<file path="src/rtl/i2c_pkg.sv">
// Shared i2c command/state encodings and the bus arbiter state type.
package i2c_pkg;

  localparam int unsigned CMD_W   = 3;
  localparam int unsigned STATE_W = 2;
  localparam int unsigned ADDR_W  = 7;
  localparam int unsigned DATA_W  = 8;

  localparam logic [CMD_W-1:0] CMD_IDLE        = 3'd0;
  localparam logic [CMD_W-1:0] CMD_START_WRITE = 3'd1;
  localparam logic [CMD_W-1:0] CMD_START_READ  = 3'd2;
  localparam logic [CMD_W-1:0] CMD_WRITE_DATA  = 3'd3;
  localparam logic [CMD_W-1:0] CMD_READ_DATA   = 3'd4;
  localparam logic [CMD_W-1:0] CMD_STOP        = 3'd5;

  localparam logic [STATE_W-1:0] STATE_IDLE  = 2'b00;
  localparam logic [STATE_W-1:0] STATE_BUSY  = 2'b01;
  localparam logic [STATE_W-1:0] STATE_READY = 2'b10;
  localparam logic [STATE_W-1:0] STATE_ERROR = 2'b11;

  typedef enum logic [1:0] {
    ARB_IDLE       = 2'd0,
    ARB_OWNED      = 2'd1,
    ARB_FORCE_STOP = 2'd2
  } arb_state_t;

  // One requester's command payload towards i2c_master
  typedef struct packed {
    logic [CMD_W-1:0]  cmd;
    logic [ADDR_W-1:0] slave_addr;
    logic [DATA_W-1:0] data_in;
    logic              done_reading;
  } i2c_cmd_bus_t;

endpackage

</file>
<file path="src/rtl/i2c_bus_arbiter_rr_picker.sv">
// Round-robin picker: first set bit of req_i strictly after last_i, wrapping.
module i2c_bus_arbiter_rr_picker #(
  parameter int unsigned NUM_REQ = 2,
  parameter int unsigned IDX_W   = $clog2(NUM_REQ)
) (
  input  logic [NUM_REQ-1:0] req_i,
  input  logic [IDX_W-1:0]   last_i,
  output logic               valid_o,
  output logic [IDX_W-1:0]   idx_o
);

  // Scan offsets from farthest to nearest so the nearest candidate wins
  always_comb begin
    int unsigned cand;
    cand    = 0;
    valid_o = |req_i;
    idx_o   = '0;
    for (int unsigned k = NUM_REQ; k >= 1; k--) begin
      cand = (32'(last_i) + k) % NUM_REQ;
      if (req_i[IDX_W'(cand)]) idx_o = IDX_W'(cand);
    end
  end

endmodule

</file>
<file path="src/rtl/i2c_bus_arbiter.sv">
// Shares one i2c_master command port among NUM_REQ drivers, granting whole
// transactions round-robin, with a stall watchdog that forces the bus free.
module i2c_bus_arbiter
  import i2c_pkg::*;
#(
  parameter int unsigned NUM_REQ        = 2,
  parameter int unsigned TIMEOUT_CYCLES = 500000
) (
  input  logic                       clk,
  input  logic                       rst,
  input  logic [NUM_REQ-1:0]         req,
  output logic [NUM_REQ-1:0]         gnt,
  input  logic [NUM_REQ*CMD_W-1:0]   req_cmd,
  input  logic [NUM_REQ*ADDR_W-1:0]  req_slave_addr,
  input  logic [NUM_REQ*DATA_W-1:0]  req_data_in,
  input  logic [NUM_REQ-1:0]         req_done_reading,
  output logic [NUM_REQ*STATE_W-1:0] req_state,
  output logic [DATA_W-1:0]          req_data_out,
  output logic [CMD_W-1:0]           m_cmd,
  output logic [ADDR_W-1:0]          m_slave_addr,
  output logic [DATA_W-1:0]          m_data_in,
  output logic                       m_done_reading,
  input  logic [STATE_W-1:0]         m_state,
  input  logic [DATA_W-1:0]          m_data_out,
  output logic                       timeout_pulse,
  output logic [$clog2(NUM_REQ)-1:0] timeout_owner
);

  localparam int unsigned IDX_W = $clog2(NUM_REQ);
  localparam int unsigned WD_W  = $clog2(TIMEOUT_CYCLES + 1);

  arb_state_t         state_q, state_d;
  logic [IDX_W-1:0]   owner_q, owner_d;
  logic [WD_W-1:0]    wd_q, wd_d;
  logic [NUM_REQ-1:0] masked_q, masked_d;
  logic               pulse_q, pulse_d;
  logic [IDX_W-1:0]   to_owner_q, to_owner_d;
  logic               stop_first_q, stop_first_d;

  i2c_cmd_bus_t       req_bus [NUM_REQ];
  i2c_cmd_bus_t       owner_bus;
  logic               owner_req;
  logic [WD_W-1:0]    wd_inc;
  logic               pick_valid;
  logic [IDX_W-1:0]   pick_idx;

  // Unpack per-requester slices and build the requester-facing views
  for (genvar g = 0; g < NUM_REQ; g++) begin : g_req
    assign req_bus[g].cmd          = req_cmd[g*CMD_W +: CMD_W];
    assign req_bus[g].slave_addr   = req_slave_addr[g*ADDR_W +: ADDR_W];
    assign req_bus[g].data_in      = req_data_in[g*DATA_W +: DATA_W];
    assign req_bus[g].done_reading = req_done_reading[g];
    assign gnt[g] = (state_q == ARB_OWNED) && (owner_q == IDX_W'(g));
    assign req_state[g*STATE_W +: STATE_W] = gnt[g] ? m_state : STATE_BUSY;
  end

  assign owner_bus     = req_bus[owner_q];
  assign owner_req     = req[owner_q];
  assign wd_inc        = wd_q + WD_W'(1);
  assign req_data_out  = m_data_out;
  assign timeout_pulse = pulse_q;
  assign timeout_owner = to_owner_q;

  i2c_bus_arbiter_rr_picker #(
    .NUM_REQ (NUM_REQ),
    .IDX_W   (IDX_W)
  ) u_picker (
    .req_i   (req & ~masked_q),
    .last_i  (owner_q),
    .valid_o (pick_valid),
    .idx_o   (pick_idx)
  );

  always_ff @(posedge clk) begin
    if (rst) begin
      state_q      <= ARB_IDLE;
      owner_q      <= IDX_W'(NUM_REQ - 1);
      wd_q         <= '0;
      masked_q     <= '0;
      pulse_q      <= 1'b0;
      to_owner_q   <= '0;
      stop_first_q <= 1'b0;
    end else begin
      state_q      <= state_d;
      owner_q      <= owner_d;
      wd_q         <= wd_d;
      masked_q     <= masked_d;
      pulse_q      <= pulse_d;
      to_owner_q   <= to_owner_d;
      stop_first_q <= stop_first_d;
    end
  end

  // Next-state: owner release takes priority over the watchdog
  always_comb begin
    state_d      = state_q;
    owner_d      = owner_q;
    wd_d         = wd_q;
    masked_d     = masked_q & req;
    pulse_d      = 1'b0;
    to_owner_d   = to_owner_q;
    stop_first_d = 1'b0;
    unique case (state_q)
      ARB_IDLE: begin
        wd_d = '0;
        if (pick_valid && (m_state == STATE_IDLE)) begin
          state_d = ARB_OWNED;
          owner_d = pick_idx;
        end
      end
      ARB_OWNED: begin
        if (!owner_req) begin
          wd_d         = '0;
          stop_first_d = (m_state != STATE_IDLE);
          state_d      = (m_state != STATE_IDLE) ? ARB_FORCE_STOP : ARB_IDLE;
        end else if ((owner_bus.cmd != CMD_IDLE) || (m_state == STATE_BUSY)) begin
          wd_d = '0;
        end else if (wd_inc == WD_W'(TIMEOUT_CYCLES)) begin
          wd_d              = '0;
          pulse_d           = 1'b1;
          to_owner_d        = owner_q;
          masked_d[owner_q] = 1'b1;
          stop_first_d      = (m_state != STATE_IDLE);
          state_d           = (m_state != STATE_IDLE) ? ARB_FORCE_STOP : ARB_IDLE;
        end else begin
          wd_d = wd_inc;
        end
      end
      ARB_FORCE_STOP: begin
        wd_d = '0;
        if (!stop_first_q && (m_state == STATE_IDLE)) state_d = ARB_IDLE;
      end
      default: state_d = ARB_IDLE;
    endcase
  end

  // Master-side mux: owner's payload, a single STOP on forced release, else idle
  always_comb begin
    m_cmd          = CMD_IDLE;
    m_slave_addr   = '0;
    m_data_in      = '0;
    m_done_reading = 1'b0;
    if (state_q == ARB_OWNED) begin
      m_cmd          = owner_bus.cmd;
      m_slave_addr   = owner_bus.slave_addr;
      m_data_in      = owner_bus.data_in;
      m_done_reading = owner_bus.done_reading;
    end else if ((state_q == ARB_FORCE_STOP) && stop_first_q) begin
      m_cmd = CMD_STOP;
    end
  end

endmodule

</file>
<file path="config.mk">
export PLATFORM = sky130hd
export DESIGN_NAME = i2c_bus_arbiter
export DESIGN_NICKNAME = d
export VERILOG_FILES = /design/src/rtl/i2c_pkg.sv /design/src/rtl/i2c_bus_arbiter_rr_picker.sv /design/src/rtl/i2c_bus_arbiter.sv
export SDC_FILE = /design/constraint.sdc
export NUM_CORES = 1
export LEC_CHECK = 0
export ABC_AREA = 1
export BUFFER_PORTS_ARGS = -buffer_cell sky130_fd_sc_hd__buf_2
export CORE_MARGIN = 2
export CORE_UTILIZATION = 30
export CTS_CLUSTER_DIAMETER = 40
export DETAILED_ROUTE_END_ITERATION = 10
export PLACE_DENSITY = 0.59
export SLEW_MARGIN = 5
export SYNTH_ARGS = -nofsm -noshare
export SYNTH_HDL_FRONTEND = slang
export SYNTH_HIERARCHICAL = 1
export SYNTH_SLANG_ARGS = --single-unit
</file>
<file path="constraint.sdc">
create_clock -name clk -period 2 [get_ports clk]
set_input_delay 0.6 -clock clk [delete_from_list [all_inputs] [get_ports clk]]
set_output_delay 0.6 -clock clk [all_outputs]
set_load 0.02 [all_outputs]
</file>
# After elaboration in Yosys (flattened, before gate mapping)

Index checks and enable logic that the tools add are counted.

Register bits after elaboration: 27
Bits of input ports: 52
Output and inout bits: 35
Word-level logic and storage cells: 91

Add/sub/neg operators: 3
$lt $le $gt $ge: 5
Eq/ne operators: 8
Muxes and demuxes: 39
Bitwise logic cells: 9
Reduce and logical (&&, ||, !) cells: 20

Operator list:

| cell                  | count |
|---|---|
| $mux 19               | 6 |
| $pmux 19 s2           | 1 |
| $mux 2                | 12 |
| $add 19x1->19 const B | 1 |
| $eq 19x19->1 const B  | 1 |
| $mux 1                | 14 |
| $mux 8                | 1 |
| $reduce_and 4->1      | 2 |
| $mux 7                | 1 |
| $logic_and 1x1->1     | 6 |
| $lt 1x2->1 const B    | 3 |
| $mux 3                | 2 |
| $pmux 2 s3            | 1 |
| $reduce_or 2->1       | 3 |
| $and 2x2->2           | 2 |
| $eq 2x1->1 const B    | 2 |
| $logic_not 2->1       | 2 |
| $ne 2x2->1 const B    | 2 |
| $not 1->1             | 4 |
| $reduce_bool 2->1     | 2 |
| $reduce_or 4->1       | 1 |
| $ne 3x2->1 const B    | 1 |
| $ne 3x3->1 const B    | 1 |
| $reduce_bool 3->1     | 1 |
| other kinds (11)      | 12 |

# Longest topological paths before layout

Gate-level depths: netlist (run 1).

Depth in word-level cells: 9
Gate-level depth with buffers: 14
Gate-level depth less buffers: 14

# Cells and area by module

The synthesis (run 1) kept the hierarchy.

Modules (own cells, without submodules):

| module                    | times used | cells an instance | area each (um^2) |
|---|---|---|---|
| i2c_bus_arbiter           | 1          | 312               | 1988.2 |
| i2c_bus_arbiter_rr_picker | 1          | 3                 | 15.0 |

# Least setup slack after synthesis (run 1)

OpenSTA, ideal clock, no wires.

Path kind: register to output
Start: reg state_q[0]
End: out m_data_in[5]
Arrival: 1.571 ns
Data required time: 1.400 ns
Path slack: -0.171 ns
Cell stages (with the launch flop): 7
Path buffers: 1
Cell sequence: dfxtp_1 inv_1 nor2_1 inv_1 nor2_2 clkbuf_1 a22o_1

Cells in the longest elaborated chain, start to end: 2

Ends and longest elaborated chain:

| element                  | RTL line               | source |
|---|---|---|
| start: declaration       | i2c_bus_arbiter.sv:32  | `arb_state_t state_q, state_d;` |
| start signal: assignment | i2c_bus_arbiter.sv:84  | `state_q <= state_d;` |
| $eq 2x1->1               | i2c_bus_arbiter.sv:143 | `if (state_q == ARB_OWNED) begin` |
| $mux 8                   | i2c_bus_arbiter.sv:143 |  |
| end: declaration         | i2c_bus_arbiter.sv:21  | `output logic [DATA_W-1:0] m_data_in,` |

Every way passes these cells.

# Final worst setup path (run 1)

Start: reg state_q[0]
End: out m_data_in[4]

Same word-level chain as after synthesis.

==> flow_metrics.py, run 1 <==
metrics = {
    "placement": {
        "dp.cells": 458,
        "hpwl_mm": 4.54,
        "port_buffers": 70,
        "pre_cts_slack_ns": -0.0406,
        "routabilityCongestion": 0.880,
    },
    "outcome": {
        "status": "complete, but fails checks",
        "violations": "negative setup slack",
    },
    "critical_path": {
        "cp_slowest_cell": "dfxtp_2",
        "crit_chain": "inv_2 > nor2_4 > inv_4 > nor2_4 > buf_6 > a22o_1 > buf_6",
        "worst_ep_required_time_ns": 1.40,
        "crit_fanout": 5,
        "slowest_delay_ns": 0.35,
        "end_kind": "output port",
        "critPathKind": "flip-flop to output port",
        "crit_arrival_ns": 1.44,
        "start_kind": "flip-flop",
    },
    "routing": {
        "routed-wl-met2_mm": 3.13,
        "firstDrtPassIters": 4,
        "highest_layer": "met4",
        "dr.first_iter.drc_count": 89,
        "wl_mm": 6.25,
        "vias_per_cell": 4.86,
        "via_count": 2308,
        "postRouteAntennaNets": 0,
        "drt-wirelength-per-cell_um": 13.2,
        "dr_wl_met3_um": 103,
        "drc": 0,
        "met1_length_mm": 2.95,
    },
    "synthesis": {
        "syn_area_per_cell_um2": 6.36,
        "ys_warn_count": 6,
        "synth.top_cell.area_share_pct": 27.0,
        "seq_area_frac_synth_pct": 27.0,
        "synth_cell_types": 32,
        "syn-num-nets": 368,
        "yosysTopAreaCell": "dfxtp_1",
        "ys_seq_elements": 27,
        "yosys-top-cells-area": "dfxtp_1 27%, nand2_1 17%, a22o_1 7.0%",
        "syn-cell-area_um2": 2000,
        "netlist_instances": 315,
    },
    "pwr": {
        "p_per_area_nw_per_um2": 384,
        "irDropWorstVdd_mv": 0.232,
        "power_leakage_nw": 1.15,
    },
    "clock_tree": {
        "cts_root_buf": "clkbuf_8",
        "numClockSinks": 27,
        "clkLatencyLatePin_ns": 0.29,
        "cts_tree": "yes",
        "clkSlewWorstSetupHoldPaths_ns": 0.10,
        "cts_hold_buf": 0,
        "clock_path_buffers": 2,
        "numCtsBuffers": 3,
        "cts.htree.levels": 1,
    },
    "floorplan": {
        "fp-row-count": 29,
        "pin_count": 87,
        "die_x_um": 85.7,
        "die-area_um2": 7350,
        "start_util_pct": 31.4,
        "coreArea_um2": 6390,
        "fp.dieH_um": 85.7,
    },
    "grt": {
        "grt_overflow_total": 0,
        "antenna_found_initial": 0,
        "grt_use_total_pct": 15.7,
        "grt_pass1_wl_mm": 9.62,
        "grt_pass1_vias": 2035,
        "grt_max_degree": 28,
    },
    "sta": {
        "max_freq_mhz": 490,
        "slew_headroom_pct": 62.2,
        "rsz0062_at_grt": "true",
        "hold_viol": 0,
        "finalWorstSetupSlack_ns": -0.0411,
        "finClkSkew_ns": 0.00825,
        "holdWs_ns": 0.465,
        "period_minus_slack_ns": 2.04,
        "worst_pin_slew_ns": 0.563,
        "finalCritPeriodShare_pct": 102,
        "setup_viol": 15,
        "slew_viol_final": 0,
    },
    "final_layout": {
        "drive_above_1_share_pct": 38.4,
        "final_common_cell": "nand2_1",
        "final_nets": 452,
        "areaGrowthSynthToFinish_pct": 43.3,
        "stdcell_count": 475,
        "diodes": 0,
        "layout_common_cells": "87 x nand2_1, 51 x buf_2, 28 x nor2_1",
    },
    "hold_path": {
        "hold_path_class": "flip-flop to flip-flop",
    },
    "job": {
        "cap_violations": 0,
    },
}
==> layout make-up <==
class                      instances  area [um^2]
multi-input combinational        243         1370
timing repair buffer              95          684
clock inverter                     1         7.51
sequential                        27          552
clock buffer                       3         41.3
fill                             675         3510
inverter                          29          120
tap                               77         96.3
==> kinds of logic after synthesis <==
| family | after synthesis | share of synthesized area [%] |
|---|---|---|
| AO/OA/AOI/OAI | 52 | 16.9 |
| XOR/XNOR | 1 | 0.437 |
| adder cells (fa/ha/maj) | 1 | 0.625 |
| buffers and inverters | 45 | 10.5 |
| flip-flops | 27 | 27.0 |
| multiplexers | 2 | 0.999 |
| AND/OR/NAND/NOR | 187 | 43.5 |
==> metal layers <==
layer,GRT usage (%),vias to the layer above
li1,-,1196
met2,25.8,31
met1,23.1,1074
met4,3.03,0
met5,0,-
met3,0.674,7
==> sequential cells by signal, indices dropped and copies added, names as in the netlist <==
name / flops
masked_q: 2
owner_q: 1
state_q: 2
stop_first_q: 1
timeout_owner: 1
timeout_pulse: 1
wd_q: 19
==> where the power goes <==
part	leakage, nW	total [mW]	switching (mW)	internal [mW]
clock network	0.0217	0.340	0.198	0.142
logic	0.909	0.216	0.111	0.105
registers	0.221	0.547	0.00563	0.541
total	1.15	1.10	0.314	0.789
==> worst max-delay path: cells and delay by family (launching register included) <==
kind                   cells  cell delay [ns]
AOI/OAI and AO/OA          1             0.17
DFF                        1             0.35
buffers and inverters      4             0.40
and+or+nand+nor            2             0.25
==> stage by stage <==
stage	power (mW)	utilization [%]	cell area (um^2)	TNS [ns]
finish	1.10	45.0	2870	-0.274
global route	1.15	45.0	2870	-1.36
floorplan	0.669	-	2010	0
global placement	0.723	38.4	2450	0
detailed placement	0.725	38.4	2450	-0.304
CTS	1.08	41.3	2640	-0.0247
==> synth_stat cells <==
| cell type | n |
|---|---|
| a211oi_2 | 1 |
| a21oi_1 | 24 |
| a21oi_2 | 1 |
| a22o_1 | 16 |
| buf_1 | 1 |
| buf_2 | 2 |
| buf_4 | 8 |
| buf_6 | 1 |
| clkbuf_1 | 4 |
| clkinv_1 | 1 |
| clkinv_2 | 1 |
| dfxtp_1 | 27 |
| ha_1 | 1 |
| inv_1 | 27 |
| mux2i_1 | 2 |
| nand2_1 | 90 |
| nand2_2 | 11 |
| nand3_1 | 18 |
| nand3_2 | 4 |
| nand3b_1 | 5 |
| nand4_1 | 9 |
| nor2_1 | 36 |
| nor2_2 | 7 |
| nor2_4 | 4 |
| nor3_1 | 1 |
| o21a_1 | 1 |
| o21ai_0 | 7 |
| o21bai_1 | 1 |
| o31ai_1 | 1 |
| or2_1 | 1 |
| or2_2 | 1 |
| xor2_1 | 1 |
==> worst paths after layout <==
path	start	end	slack (ns)	depth (start not counted)
setup / recovery	state_q[0]$_SDFFE_PP0P_	m_data_in[4]	-0.04	7
hold / removal	timeout_owner$_SDFFE_PP0P_	timeout_owner$_SDFFE_PP0P_	0.46	2
setup reg to reg	wd_q[1]$_SDFFE_PP0P_	state_q[1]$_SDFFE_PP0P_	0.13	13
hold reg to reg	timeout_owner$_SDFFE_PP0P_	timeout_owner$_SDFFE_PP0P_	0.46	2
==> timing repair <==
item                                    4_1_cts  5_1_grt
pin swaps                                     0       10
cloned                                        1        1
buffers inserted                              6        5
resized for setup                            30       56
endpoints found under the setup margin       35       37
No activity file was read; power rests on OpenSTA's default activity.
==> run 2: changes to the inputs <==
--- a/config.mk
+++ b/config.mk
@@ -5,13 +5,12 @@
 export SDC_FILE = /design/constraint.sdc
 export NUM_CORES = 1
 export LEC_CHECK = 0
-export ABC_AREA = 1
 export BUFFER_PORTS_ARGS = -buffer_cell sky130_fd_sc_hd__buf_2
 export CORE_MARGIN = 2
 export CORE_UTILIZATION = 30
 export CTS_CLUSTER_DIAMETER = 40
 export DETAILED_ROUTE_END_ITERATION = 10
-export PLACE_DENSITY = 0.59
+export PLACE_DENSITY = 0.58
 export SLEW_MARGIN = 5
 export SYNTH_ARGS = -nofsm -noshare
 export SYNTH_HDL_FRONTEND = slang
==> run 2 against run 1 <==
  * Core utilization up 4.0 points
  * Combinational power grew 19%
  * Largest cell class unchanged
  * Critical path type is now flip-flop to flip-flop
  * Total power rose by 3.5%
  * The run still ends with negative setup slack left
==> flow_metrics.py, run 2 <==
metrics = {
    "clock_tree": {
        "cts_tree": "yes",
        "numClockSinks": 27,
        "clkSlewWorstSetupHoldPaths_ns": 0.11,
        "cts_hold_buf": 0,
        "numCtsBuffers": 3,
        "clkLatencyLatePin_ns": 0.29,
        "cts.htree.levels": 1,
        "cts_root_buf": "clkbuf_8",
        "clock_path_buffers": 2,
    },
    "synthesis": {
        "syn_area_per_cell_um2": 7.60,
        "ys_seq_elements": 27,
        "syn-num-nets": 333,
        "netlist_instances": 280,
        "yosys-top-cells-area": "dfxtp_1 25%, mux2i_1 11%, nor2_1 6.2%",
        "synth_common_cells": "35 x nor2_1, 27 x dfxtp_1, 26 x nand2_1",
        "yosysMostFrequentCell": "nor2_1",
        "syn-cell-area_um2": 2130,
        "synth_cell_types": 59,
        "yosysTopAreaCell": "dfxtp_1",
        "synth_top_flop_cell": "dfxtp_1",
        "synth_edf_count": 0,
        "synth.top_cell.area_share_pct": 25.4,
        "async_reset_ff_share_pct": 0,
        "ys_warn_count": 6,
        "seq_area_frac_synth_pct": 25.4,
    },
    "floorplan": {
        "coreArea_um2": 6830,
        "die-area_um2": 7780,
        "start_util_pct": 31.2,
        "die_x_um": 88.2,
        "fp.dieH_um": 88.2,
        "pin_count": 87,
        "fp-row-count": 30,
    },
    "sta": {
        "max_freq_mhz": 470,
        "finalCritPeriodShare_pct": 106,
        "finClkSkew_ns": 0.0103,
        "setup_viol": 16,
        "rsz0062_at_grt": "true",
        "finalWorstSetupSlack_ns": -0.128,
        "holdWs_ns": 0.458,
        "period_minus_slack_ns": 2.13,
        "tns_ns": -1.00,
        "hold_viol": 0,
        "slew_headroom_pct": 34.8,
        "worst_pin_slew_ns": 0.974,
        "slew_viol_final": 0,
    },
    "outcome": {
        "violations": "negative setup slack",
        "status": "complete, but fails checks",
    },
    "final_layout": {
        "layout_common_cells": "70 x buf_2, 55 x buf_4, 34 x nor2_1",
        "largest_reg_flops": 19,
        "drive_above_1_share_pct": 49.1,
        "multiInputGateArea_um2": 1670,
        "reg_top3": "wd_q x19, masked_q x2, state_q x2",
        "final_common_cell": "buf_2",
        "areaGrowthSynthToFinish_pct": 57.1,
        "diodes": 0,
        "fillCellCount": 668,
        "final_nets": 449,
        "top_register": "wd_q",
        "fin_area_um2": 3340,
        "seqCellArea_um2": 567,
    },
    "pwr": {
        "power.internal_uw": 804,
        "p_clk_share_pct": 30.2,
        "swShare_pct": 29.5,
        "irDropWorstVdd_mv": 0.198,
        "power_leakage_nw": 1.64,
        "power_switching_uw": 337,
        "p_seq_share_pct": 47.4,
        "p_per_area_nw_per_um2": 341,
        "p_comb_share_pct": 22.5,
    },
    "grt": {
        "grt_max_degree": 18,
        "grt_overflow_total": 0,
        "grt_pass1_wl_mm": 10.7,
        "grt_use_total_pct": 17.5,
        "antenna_found_initial": 0,
        "grt_pass1_vias": 2294,
    },
    "routing": {
        "dr.first_iter.drc_count": 104,
        "drt-wirelength-per-cell_um": 13.9,
        "firstDrtPassIters": 4,
        "wl_mm": 6.80,
        "via_count": 2424,
        "drc": 0,
        "postRouteAntennaNets": 0,
        "vias_per_cell": 4.94,
    },
    "critical_path": {
        "crit_fanout": 5,
        "worst_ep_required_time_ns": 2.20,
        "r2r_slack_ns": -0.13,
        "start_kind": "flip-flop",
        "r2r_start": "wd_q[1]$_SDFFE_PP0P_",
        "critPathKind": "flip-flop to flip-flop",
        "crit_arrival_ns": 2.32,
        "r2r_cells": 8,
        "end_kind": "flip-flop",
        "reg2reg_to": "state_q[0]$_SDFFE_PP0P_",
    },
    "placement": {
        "placed_area_um2": 2880,
        "port_buffers": 70,
        "hpwl_mm": 5.12,
        "routabilityCongestion": 0.867,
        "pre_cts_slack_ns": -0.202,
    },
    "hold_path": {
        "hp-start": "masked_q[1]$_SDFF_PP0_",
        "whs_endpoint": "masked_q[1]$_SDFF_PP0_",
        "hold_depth": 2,
        "hold_path_class": "flip-flop to flip-flop",
    },
    "job": {
        "cap_violations": 0,
    },
}
## run 2: changes by cell type after synthesis, sizes merged, moves of 6 or more
cell | previous run | this run
a21oi | 25 | 8
a22o | 16 | 1
clkbuf | 4 | 10
inv | 27 | 6
mux2i | 2 | 24
nand2 | 101 | 26
nand2b | 0 | 7
nor2 | 47 | 35
nor4 | 0 | 8
or3 | 0 | 6
## run 2: kinds of logic after synthesis
logic type	after synthesis	synth area share (%)
flops	27	25.4
xor+xnor	7	2.88
fa+ha+maj	1	0.588
simple gates	146	36.7
compound gates	43	15.4
mux	24	11.3
buf+inv	32	7.70
## run 2: worst max path at each step
| stage | end | cells after the start | slack, ns | from |
|---|---|---|---|---|
| after detailed placement | state_q[0]$_SDFFE_PP0P_ | 7 | -0.20 | wd_q[6]$_SDFFE_PP0P_ |
| final | state_q[0]$_SDFFE_PP0P_ | 8 | -0.13 | wd_q[1]$_SDFFE_PP0P_ |
| after floorplan | state_q[0]$_SDFFE_PP0P_ | 8 | -0.08 | wd_q[9]$_SDFFE_PP0P_ |
| after global placement | state_q[0]$_SDFFE_PP0P_ | 7 | -0.19 | wd_q[5]$_SDFFE_PP0P_ |
| after global routing | state_q[0]$_SDFFE_PP0P_ | 8 | -0.20 | wd_q[1]$_SDFFE_PP0P_ |
| after CTS | state_q[0]$_SDFFE_PP0P_ | 9 | -0.1 | wd_q[1]$_SDFFE_PP0P_ |
## run 2: stage by stage
| step | utilization [%] | power, mW | std cells |
|---|---|---|---|
| after global placement | 42.2 | 0.793 | 468 |
| after floorplan | - | 0.713 | 280 |
| after CTS | 46.1 | 1.16 | 481 |
| after global routing | 49.0 | 1.21 | 491 |
| final | 49.0 | 1.14 | 491 |
| after detailed placement | 42.2 | 0.794 | 468 |
## run 2: final cells by class
class | count | share of cell area (%)
multi-input combinational | 221 | 50.1
timing repair buffer | 137 | 27.2
sequential | 27 | 16.9
tap | 96 | 3.59
clock buffer | 3 | 1.23
inverter | 6 | 0.673
clock inverter | 1 | 0.262
## run 2: repair_timing
item	in CTS	in global routing
setup buffers	9	10
pin swaps	13	14
gates resized for setup	37	30
endpoints found under the setup margin	36	38
## run 2: power by group through the flow
stage	registers (mW)	logic [mW]	clock network (mW)
floorplan	0.556	0.157	0
global placement	0.558	0.235	0
detailed placement	0.558	0.236	0
CTS	0.540	0.252	0.363
global route	0.542	0.281	0.384
finish	0.541	0.256	0.344
## run 2: worst max-delay path: stages (launching register included)
cell	delay, ns
dfxtp_4	0.40
ha_4	0.16
nand3_4	0.11
or3_4	0.39
o31ai_4	0.19
o2111a_2	0.26
o211ai_4	0.11
o21a_1	0.23
o21a_1	0.18
## run 2: routing by layer
layer  share of wire [%]  global-route usage [%]
met3                 4.9                    2.52
met5                   0                       0
met2                  53                    33.4
met4                 1.0                    3.31
met1                  41                    20.8
==> run 3: changes to the inputs <==
--- a/config.mk
+++ b/config.mk
@@ -14,5 +14,4 @@
 export SLEW_MARGIN = 5
 export SYNTH_ARGS = -nofsm -noshare
 export SYNTH_HDL_FRONTEND = slang
-export SYNTH_HIERARCHICAL = 1
 export SYNTH_SLANG_ARGS = --single-unit
==> run 3 against run 2 <==
  * The flow still finishes with violations (negative setup slack)
  * Setup slack worse by 0.13 ns
  * Register-to-register slack worse by 0.13 ns
  * Critical path type unchanged
  * Highest routed layer unchanged
  * Core utilization is 1.9 points lower
  * Critical path depth stayed put
  * Largest power group unchanged
  * Largest cell class unchanged
  * Sequential share of layout area is 0.21 points lower
==> flow_metrics.py, run 3 <==
metrics = {
    "final_layout": {
        "diodes": 0,
        "top_register": "wd_q",
        "largest_reg_flops": 19,
        "final_common_cell": "buf_4",
        "areaGrowthSynthToFinish_pct": 54.0,
        "layout_common_cells": "71 x buf_4, 64 x buf_2, 29 x nor2_1",
        "stdcell_count": 506,
        "final_nets": 461,
        "post-route-util_pct": 47.0,
        "drive_above_1_share_pct": 46.7,
        "reg_top3": "wd_q x19, masked_q x2, state_q x2",
    },
    "clock_tree": {
        "cts_root_buf": "clkbuf_8",
        "numClockSinks": 27,
        "clkSlewWorstSetupHoldPaths_ns": 0.11,
        "cts.htree.levels": 1,
        "cts_tree": "yes",
        "clock_path_buffers": 2,
        "clkLatencyLatePin_ns": 0.29,
        "numCtsBuffers": 3,
    },
    "sta": {
        "slew_headroom_pct": 60.9,
        "finalWorstSetupSlack_ns": -0.263,
        "setup_viol": 23,
        "worst_pin_slew_ns": 0.586,
        "max_freq_mhz": 442,
        "rsz0062_at_grt": "true",
        "finalCritPeriodShare_pct": 113,
        "slew_viol_final": 0,
        "finClkSkew_ns": 0.0114,
        "hold_viol": 0,
        "period_minus_slack_ns": 2.26,
    },
    "critical_path": {
        "r2r_start": "wd_q[1]$_SDFFE_PP0P_",
        "critical_path.top_delay_family": "simple AND/OR/NAND/NOR gates",
        "crit_chain": "ha_4 > nand3_4 > or4_4 > nor3_4 > xor2_2 > nand4_1 > or2_4 > o32ai_2",
        "r2r_cells": 8,
        "cp_slowest_cell": "or4_4",
        "crit_arrival_ns": 2.48,
        "reg2reg_to": "timeout_owner$_SDFFE_PP0P_",
        "cp_num_buf_inv": 0,
        "r2r_slack_ns": -0.26,
        "slowest_delay_ns": 0.54,
        "critPathKind": "flip-flop to flip-flop",
        "start_kind": "flip-flop",
        "crit_fanout": 4,
        "worst_ep_required_time_ns": 2.21,
        "end_kind": "flip-flop",
    },
    "synthesis": {
        "yosysTopAreaCell": "dfxtp_1",
        "synth.area.mux_share_pct": 9.70,
        "synth_edf_count": 0,
        "ys_warn_count": 0,
        "async_reset_ff_share_pct": 0,
        "synth_top_family_by_area": "simple AND/OR/NAND/NOR gates",
        "seq_area_frac_synth_pct": 24.8,
        "synth_compound_area_share_pct": 17.0,
        "syn-num-nets": 344,
        "synth_top_flop_cell": "dfxtp_1",
        "syn_area_per_cell_um2": 7.49,
        "synth_cell_types": 55,
        "ys_seq_elements": 27,
        "synth.top_cell.area_share_pct": 24.8,
        "synth_xor_area_share_pct": 3.96,
        "yosysMostFrequentCell": "nor2_1",
        "syn-cell-area_um2": 2180,
        "netlist_instances": 291,
        "synthAdderAreaFrac_pct": 0.574,
        "yosys.area_share.simple_pct": 35.1,
        "synth_common_cells": "32 x nor2_1, 28 x nand2_1, 27 x dfxtp_1",
        "yosys-top-cells-area": "dfxtp_1 25%, mux2i_1 9.2%, nor2_1 5.5%",
    },
    "placement": {
        "routabilityCongestion": 0.909,
        "dp.cells": 491,
        "hpwl_mm": 5.46,
        "port_buffers": 70,
    },
    "grt": {
        "grt_overflow_total": 0,
        "grt_pass1_wl_mm": 11.4,
        "grt_pass1_vias": 2435,
        "grt_use_total_pct": 18.1,
        "grt_max_degree": 18,
        "antenna_found_initial": 0,
    },
    "routing": {
        "via_count": 2622,
        "drt-wirelength-per-cell_um": 14.5,
        "postRouteAntennaNets": 0,
        "wl_mm": 7.36,
        "firstDrtPassIters": 4,
        "vias_per_cell": 5.18,
        "drc": 0,
        "dr.first_iter.drc_count": 99,
    },
    "floorplan": {
        "die-area_um2": 7960,
        "fp.dieH_um": 89.2,
        "fp-row-count": 31,
        "coreArea_um2": 7140,
        "die_x_um": 89.2,
        "pin_count": 87,
        "start_util_pct": 30.5,
    },
    "hold_path": {
        "hp-start": "timeout_owner$_SDFFE_PP0P_",
        "hold_depth": 2,
        "whs_endpoint": "timeout_owner$_SDFFE_PP0P_",
        "hold_path_class": "flip-flop to flip-flop",
    },
    "outcome": {
        "violations": "negative setup slack",
        "status": "complete, but fails checks",
    },
    "pwr": {
        "power_mw": 1.12,
        "power_leakage_nw": 1.56,
        "p_per_area_nw_per_um2": 335,
        "irDropWorstVdd_mv": 0.295,
    },
    "job": {
        "cap_violations": 0,
    },
}
-- run 3: cell types whose count changed after synthesis, moves of 5 or more --
cell and change:
clkbuf_1 +7, nand4_1 +5, nand3_1 -11, a21oi_1 +9, nor3_1 +6, and4_1 +5
-- run 3: cell type report --
class                      instances  area [um^2]
inverter                           6         22.5
tap                               99          124
clock inverter                     1         8.76
multi-input combinational        226         1610
fill                             714         3780
timing repair buffer             144          993
clock buffer                       3         41.3
sequential                        27          562
-- run 3: worst reg2reg max path, delay by kind of cell, from the launching register on --
kind	cells	cell delay (ns)
AND/OR/NAND/NOR	5	1.27
adder cells (fa/ha/maj)	1	0.15
XOR/XNOR	1	0.20
flip-flops	1	0.37
AO/OA/AOI/OAI	1	0.19
-- run 3: what timing repair did --
item	4_1_cts	5_1_grt
hold buffers	0	0
pin swaps	7	6
setup buffers	7	4
setup endpoints to repair	47	36
cloned	1	1
resized for setup	26	31
-- run 3: metrics by stage --
stage	hold slack, ns	worst slack, ns	setup TNS, ns	cell area [um^2]
2_1_floorplan	0.459	-0.209	-2.77	2210
3_3_place_gp	0.471	-0.333	-6.24	3000
3_5_place_dp	0.475	-0.378	-6.38	3000
4_1_cts	0.496	-0.257	-4.67	3220
5_1_grt	0.518	-0.362	-7.35	3360
6_report	0.492	-0.263	-4.76	3360
-- run 3: how the worst max path moves through the flow --
| stage | startpoint | to | slack (ns) | cells past startpoint |
|---|---|---|---|---|
| 3_5_place_dp | wd_q[2]$_SDFFE_PP0P_ | wd_q[9]$_SDFFE_PP0P_ | -0.38 | 8 |
| 4_1_cts | wd_q[1]$_SDFFE_PP0P_ | timeout_owner$_SDFFE_PP0P_ | -0.26 | 8 |
| 6_report | wd_q[1]$_SDFFE_PP0P_ | timeout_owner$_SDFFE_PP0P_ | -0.26 | 8 |
| 2_1_floorplan | wd_q[1]$_SDFFE_PP0P_ | timeout_owner$_SDFFE_PP0P_ | -0.21 | 9 |
| 5_1_grt | wd_q[1]$_SDFFE_PP0P_ | wd_q[18]$_SDFFE_PP0P_ | -0.36 | 9 |
| 3_3_place_gp | wd_q[2]$_SDFFE_PP0P_ | wd_q[9]$_SDFFE_PP0P_ | -0.33 | 8 |
-- run 3: per-layer routing --
| metal | up-vias | global-route usage [%] | wire length, um |
|---|---|---|---|
| li1 | 1292 | - | - |
| met1 | 1228 | 24.1 | 3210 |
| met2 | 100 | 31.4 | 3690 |
| met3 | 2 | 2.95 | 436 |
| met4 | 0 | 2.85 | 19 |
| met5 | - | 0 | 0 |
-- run 3: report_power, final --
group	total [mW]	internal [mW]	switching, mW	leakage, nW
Combinational	0.229	0.116	0.113	1.32
Sequential	0.544	0.536	0.00772	0.222
Clock	0.351	0.147	0.204	0.0261
-- run 3: cells by family (layout without fill, tap and decap cells) --
group           Yosys count  count (layout)
compound gates           54              54
xor+xnor                  9               9
mux                      21              21
buf+inv                  38             154
simple gates            141             141
flops                    27              27
fa+ha+maj                 1               1
